File: config.mk
export PLATFORM = sky130hd
export DESIGN_NAME = arty_input_debounce
export DESIGN_NICKNAME = d
export VERILOG_FILES = /design/src/rtl/zr_arty_pkg.sv /design/src/rtl/arty_debounce_bit.sv /design/src/rtl/arty_input_debounce.sv
export SDC_FILE = /design/constraint.sdc
export NUM_CORES = 1
export LEC_CHECK = 0
export CAP_MARGIN = 25
export CORE_MARGIN = 4
export CORE_UTILIZATION = 61
export CTS_CLUSTER_SIZE = 10
export DETAILED_ROUTE_END_ITERATION = 6
export PLACE_DENSITY = 0.8
export SLEW_MARGIN = 20
export SYNTH_ARGS = -nofsm -noshare
export SYNTH_HDL_FRONTEND = slang
export SYNTH_SLANG_ARGS = --single-unit
File: constraint.sdc
create_clock -name clk -period 9.33 [get_ports clk]
set_clock_uncertainty 0.2 [all_clocks]
set_input_delay 1.3995 -clock clk [delete_from_list [all_inputs] [get_ports clk]]
set_output_delay 1.3995 -clock clk [all_outputs]
set_load 0.03 [all_outputs]
File: src/rtl/zr_arty_pkg.sv
// Shared Arty A7 board constants and types for the input conditioning path.
package zr_arty_pkg;

  localparam int CLK_SYS_HZ  = 16_000_000;
  localparam int DEBOUNCE_MS = 10;

  // Default qualification window: DEBOUNCE_MS worth of system clocks.
  localparam int DEBOUNCE_CYCLES_DEF = (CLK_SYS_HZ / 1000) * DEBOUNCE_MS;

  typedef enum logic {
    DB_IDLE,
    DB_CONFIRM
  } db_state_e;

  // Counter width able to hold 0..n-1, never narrower than one bit.
  function automatic int cnt_width(input int n);
    return (n <= 2) ? 1 : $clog2(n);
  endfunction

endpackage

File: src/rtl/arty_debounce_bit.sv
// One conditioned input: synchronizer, debounce FSM with stability counter,
// and registered rise/fall/change pulses aligned with the debounced level.
module arty_debounce_bit
  import zr_arty_pkg::*;
#(
  parameter int   SYNC_STAGES     = 2,
  parameter int   DEBOUNCE_CYCLES = DEBOUNCE_CYCLES_DEF,
  parameter logic RESET_VALUE     = 1'b0
) (
  input  logic clk,
  input  logic rst,
  input  logic in_raw,
  output logic in_db,
  output logic rise,
  output logic fall,
  output logic change
);

  localparam int               CNT_W    = cnt_width(DEBOUNCE_CYCLES);
  localparam logic [CNT_W-1:0] CNT_ONE  = CNT_W'(1);
  localparam logic [CNT_W-1:0] CNT_LAST = CNT_W'(DEBOUNCE_CYCLES - 1);

  if (SYNC_STAGES < 2) begin : g_bad_sync
    $error("arty_debounce_bit: SYNC_STAGES must be >= 2");
  end
  if (DEBOUNCE_CYCLES < 2) begin : g_bad_debounce
    $error("arty_debounce_bit: DEBOUNCE_CYCLES must be >= 2");
  end

  logic [SYNC_STAGES-1:0] sync_q;
  logic                   s;
  db_state_e              state_q;
  logic [CNT_W-1:0]       cnt_q;

  // Synchronizer chain; only the last stage feeds the FSM.
  always_ff @(posedge clk or posedge rst) begin
    if (rst) begin
      sync_q <= {SYNC_STAGES{RESET_VALUE}};
    end else begin
      sync_q <= {sync_q[SYNC_STAGES-2:0], in_raw};
    end
  end

  assign s = sync_q[SYNC_STAGES-1];

  // Debounce FSM: accept a new level only after DEBOUNCE_CYCLES consecutive
  // samples that differ from in_db; any agreeing sample restarts qualification.
  always_ff @(posedge clk or posedge rst) begin
    if (rst) begin
      state_q <= DB_IDLE;
      cnt_q   <= '0;
      in_db   <= RESET_VALUE;
      rise    <= 1'b0;
      fall    <= 1'b0;
      change  <= 1'b0;
    end else begin
      rise   <= 1'b0;
      fall   <= 1'b0;
      change <= 1'b0;
      case (state_q)
        DB_IDLE: begin
          if (s != in_db) begin
            state_q <= DB_CONFIRM;
            cnt_q   <= CNT_ONE;
          end else begin
            cnt_q <= '0;
          end
        end
        DB_CONFIRM: begin
          if (s == in_db) begin
            // Glitch: input returned to the accepted level.
            state_q <= DB_IDLE;
            cnt_q   <= '0;
          end else if (cnt_q == CNT_LAST) begin
            in_db   <= s;
            rise    <= s;
            fall    <= ~s;
            change  <= 1'b1;
            state_q <= DB_IDLE;
            cnt_q   <= '0;
          end else begin
            cnt_q <= cnt_q + CNT_ONE;
          end
        end
      endcase
    end
  end

endmodule

File: src/rtl/arty_input_debounce.sv
// Conditions the bouncing Arty A7 buttons and switches for the SoC GPIO input:
// per-bit synchronize, debounce and edge-detect, plus an aggregate change flag.
module arty_input_debounce
  import zr_arty_pkg::*;
#(
  parameter int                  N_INPUTS        = 8,
  parameter int                  SYNC_STAGES     = 2,
  parameter int                  DEBOUNCE_CYCLES = DEBOUNCE_CYCLES_DEF,
  parameter logic [N_INPUTS-1:0] RESET_VALUE     = '0
) (
  input  logic                clk,
  input  logic                rst,
  input  logic [N_INPUTS-1:0] in_raw,
  output logic [N_INPUTS-1:0] in_db,
  output logic [N_INPUTS-1:0] rise_o,
  output logic [N_INPUTS-1:0] fall_o,
  output logic                change_o
);

  logic [N_INPUTS-1:0] change_bit;

  for (genvar i = 0; i < N_INPUTS; i++) begin : g_bit
    arty_debounce_bit #(
      .SYNC_STAGES    (SYNC_STAGES),
      .DEBOUNCE_CYCLES(DEBOUNCE_CYCLES),
      .RESET_VALUE    (RESET_VALUE[i])
    ) u_bit (
      .clk   (clk),
      .rst   (rst),
      .in_raw(in_raw[i]),
      .in_db (in_db[i]),
      .rise  (rise_o[i]),
      .fall  (fall_o[i]),
      .change(change_bit[i])
    );
  end

  // Each bit's change flag is already registered with its pulses.
  assign change_o = |change_bit;

endmodule
==> Word-level counts from Yosys, hierarchy flattened <==
Index checks and enable logic that the tools add are counted.
{ "totals": {"rom_bits": 0, "ff_bits": 200, "input_bits": 10, "wordCells": 257, "output_inout_bits": 25, "latch_bits": 0, "n_memories": 0, "ram_bits": 0} }
{ "classes": {"shifts": 0, "n_mul": 0, "n_eq_ne": 24, "n_reduce_logical": 9, "n_lt_le_gt_ge": 0, "bitwise": 24, "add_sub_neg": 8, "div": 0, "mux": 136} }
{ "ops": {"columns": ["cell", "n"], "rows": [
  ["18-bit 2-to-1 mux", 16],
  ["18-bit one-hot mux with 2 select lines", 8],
  ["18-bit by 1-bit adder with 18-bit output, second input constant", 8],
  ["18-bit == test, second input constant", 8],
  ["1-bit 2-to-1 mux", 104],
  ["1-bit inverter", 24],
  ["3-bit AND reduction", 8],
  ["1-bit one-hot mux with 2 select lines", 8],
  ["1-bit == test", 8],
  ["1-bit inequality test", 8],
  ["8-bit OR reduction", 1]
]} }

==> Logic depth before layout (Yosys ltp) <==
{ "logic_depth": {"ltp_word": 4, "depth_mapped": 7, "mapped_depth_nobuf": 5} }

==> Cells and area by module <==
From an unflattened synthesis, not the netlist that was laid out.
{ "hier_totals": {"cells_unflattened": 890, "hier_area_um2": 9437.8} }
{ "by_module_without_submodules": {"columns": ["module", "area_each_um2", "instances", "cells_each"], "rows": [
  ["arty_debounce_bit (g_bit[0].u_bit ...)", 1181.1, 7, 111],
  ["arty_debounce_bit (g_bit[7].u_bit)", 1153.6, 1, 110],
  ["arty_input_debounce", 16.3, 1, 3]
]} }

==> Worst setup path before layout <==
No wires, ideal clock.
{ "synth_path": {"path_kind": "register to output", "startpoint": "reg g_bit[1].u_bit.change", "endpoint": "out change_o", "n_path_buf": 0, "arrival_time_ns": 0.818, "path_stages_with_launch": 3, "slack_ns": 6.912, "path_cell_list": "dfrtp_1 > nor4_1 > nand2_1"} }
{ "synth_between": {"elab_chain_len": 1} }
{ "synth_lines": {"columns": ["element", "line", "rtl"], "rows": [
  ["from (decl)", "arty_debounce_bit.sv:16", "output logic change"],
  ["from (signal assigned)", "arty_debounce_bit.sv:55", "change <= 1'b0;"],
  ["from (signal assigned)", "arty_debounce_bit.sv:59", "change <= 1'b0;"],
  ["from (signal assigned)", "arty_debounce_bit.sv:78", "change <= 1'b1;"],
  ["8-bit OR reduction", "arty_input_debounce.sv:39", "assign change_o = |change_bit;"],
  ["to (decl)", "arty_input_debounce.sv:17", "output logic change_o"]
]} }
No other way between the ends.

==> Worst setup path in the final report <==
Ends and elaborated chain as after synthesis.

==> flow_summary.json <==
{
  "vias": 6403,
  "worst_path_largest_cell_delay_ps": 610,
  "grt_overflow": 0,
  "numCtsBuffers": 17,
  "dp_hpwl_um": 11000,
  "cap_violations": 0,
  "io-pin-count": 35,
  "synth_fp_nets": 921,
  "setup_viol_count_final": 0,
  "min_from": "g_bit[6].u_bit.sync_q[0]",
  "die_h_um": 132,
  "viasPerCell": 5.73,
  "die_w_um": 132,
  "instances_no_fill": 1118,
  "holdPathStages": 0,
  "first_pass_iters": 5,
  "grt_usage_pct": 19.8,
  "holdBufCountCts": 0,
  "critical-path-top-delay-family": "buffers and inverters",
  "final_nets": 939,
  "reg2reg_from": "g_bit[4].u_bit.cnt_q[0]",
  "antenna_cells": 0,
  "cts.htree.levels": 4,
  "drt_iter0_markers": 517,
  "cts_tree": "yes",
  "worstSetupPathDepth": 3,
  "min_period_ps": 3460,
  "cts_resized": 0,
  "ys_seq_area_share_pct": 53.7,
  "endpoint_kind": "primary output",
  "finalHoldViolCount": 0,
  "crit_buf_inv": 1,
  "drc": 0,
  "drv_slew": 0,
  "port_buffers": 34,
  "worstPathMaxFanout": 1,
  "status": "complete, no violations",
  "required_ps": 7730,
  "vdd_drop_max_mv": 0.139,
  "grt_pass1_wl_um": 28600,
  "clk-insertion-delay-late_ps": 430,
  "initial_core_util_pct": 63.1,
  "critPathLaunchType": "flop",
  "grt_max_degree": 118,
  "startpoint": "g_bit[1].u_bit.change",
  "syn_inst": 903,
  "drive_above_1_share_pct": 6.75,
  "async_reset_ff_share_pct": 100,
  "nFillCells": 1104,
  "totalWireLength_um": 16300,
  "placed_cells": 1086,
  "dp_slack_ps": 5520,
  "path_clk_slew_ps": 70,
  "synth.avg_cell_area_sq_um": 10.3,
  "worstPathArrival_ps": 1860,
  "worst_slack_ps": 5870,
  "finalCritPeriodShare_pct": 37.0,
  "tightest_slew_ps": 976,
  "clock-sinks": 200,
  "synthToLayoutAreaGrowth_pct": 10.1,
  "worstSetupPathType": "reg -> out",
  "synth.distinct_cells": 51,
  "p_total_w": 0.00168,
  "gp_congestion": 0.845,
  "drtAntennaViolNets": 0,
  "slew_headroom_pct": 34.4,
  "dieArea_sq_um": 17300,
  "clock.fmax_mhz": 289,
  "p_leak_nw": 4.05,
  "synth_area_sq_um": 9320,
  "grt_pass1_vias": 6135,
  "grt_setup_unrepaired": "no",
  "power.density_nw_per_um2": 164,
  "rr_worst_depth": 4,
  "rows": 44,
  "hold_class": "reg -> reg",
  "root_buffer": "clkbuf_16",
  "ys_ff_latch": 200,
  "ys.flop_type": "dfrtp_1",
  "hold_ws_ps": 150,
  "fin_tns_setup_ps": 0,
  "wire_per_inst_um": 14.6,
  "synth_edf_count": 0,
  "crit_chain": "nor4_1 > nand2_1 > clkdlybuf4s50_1",
  "core-area_sq_um": 14800,
  "clockBufferDepth": 2,
  "cts_setup_buffers": 0,
  "antenna_found_initial": 0,
  "synth_warnings": 0,
  "slowest_stage": "clkdlybuf4s50_1"
}
[registers in the layout (all words and copies together) (netlist names)]
name	count
g_bit.u_bit.in_db	8
g_bit.u_bit.sync_q	16
g_bit.u_bit.cnt_q	144
g_bit.u_bit.fall	8
g_bit.u_bit.state_q	8
g_bit.u_bit.rise	8
g_bit.u_bit.change	8
[cells in the mapped netlist (all sizes together) (6+ instances only)]
cell type	n	area share (%)
o31ai	8	0.85
o22ai	8	0.54
mux2	8	1.0
inv	30	1.2
ha	8	1.1
buf	30	2.4
xor2	35	3.3
nor4b	6	0.56
nor3	32	1.8
xnor2	86	8.1
a21oi	14	0.75
or3	8	0.54
o21ai	17	0.95
clkbuf	9	0.36
and3	10	0.67
and2	11	0.75
nand4	42	3.0
nand2	43	1.7
dfrtp	200	54
and4	6	0.56
nor4	41	2.9
nand3	58	3.1
or4	15	1.4
nor2	145	5.8
[metrics by stage]
step                util [%]  area, sq um
floorplan                  -         9320
global placement        65.4         9650
detailed placement      65.6         9680
CTS                     69.5        10200
global route            69.5        10300
finish                  69.5        10300
[placed cells by master, fill, tap and decap left out, types with 11 or more instances in the layout]
cell type        count
dfrtp_1            200
nor2_1             145
xnor2_1             86
nand3_1             58
nand2_1             43
nand4_1             40
nor4_1              40
xor2_1              35
clkdlybuf4s50_1     34
nor3_1              31
inv_1               29
clkbuf_16           17
a21oi_1             14
o21ai_0             14
or4_1               11
[power breakdown]
part	switching [W]	total (W)	internal, W
registers	0.0000212	0.000906	0.000885
logic	0.0000526	0.0000768	0.0000242
clock network	0.000321	0.000698	0.000377
[routing by layer]
| metal | track usage [%] | up-vias | wire, um |
|---|---|---|---|
| met2 | 31.0 | 110 | 7720 |
| met1 | 27.7 | 3091 | 7760 |
| met5 | 0 | - | 0 |
| met4 | 6.48 | 0 | 215 |
| li1 | - | 3184 | - |
| met3 | 4.85 | 18 | 616 |
[cells by family (layout without fill, tap and decap cells)]
family | after synthesis | after routing | share of synthesized area (%)
XOR/XNOR | 121 | 121 | 11.4
multiplexers | 10 | 10 | 1.22
AO/OA/AOI/OAI | 56 | 56 | 4.02
AND/OR/NAND/NOR | 439 | 439 | 24.6
buffers and inverters | 69 | 100 | 3.95
flip-flops | 200 | 200 | 53.7
adder cells (fa/ha/maj) | 8 | 8 | 1.07
[path summary, 6_finish.rpt]
check,end,slack (ps)
worst max-delay path,change_o,5870
worst min-delay path,g_bit[6].u_bit.sync_q[1],150
worst max register to register,g_bit[4].u_bit.in_db,6850
worst min register to register,g_bit[6].u_bit.sync_q[1],150
max in group asynchronous,g_bit[5].u_bit.cnt_q[14],6410
min in group asynchronous,g_bit[5].u_bit.sync_q[0],1310
[layout make-up]
class	count	area, sq um	area share (%)
Clock inverter	13	123	1.20
Sequential cell	200	5000	48.8
Clock buffer	19	443	4.32
Timing Repair Buffer	38	385	3.76
Inverter	30	120	1.17
Multi-Input combinational cell	634	3950	38.5
Tap cell	184	230	2.25
(Power assumes the default switching activity.)
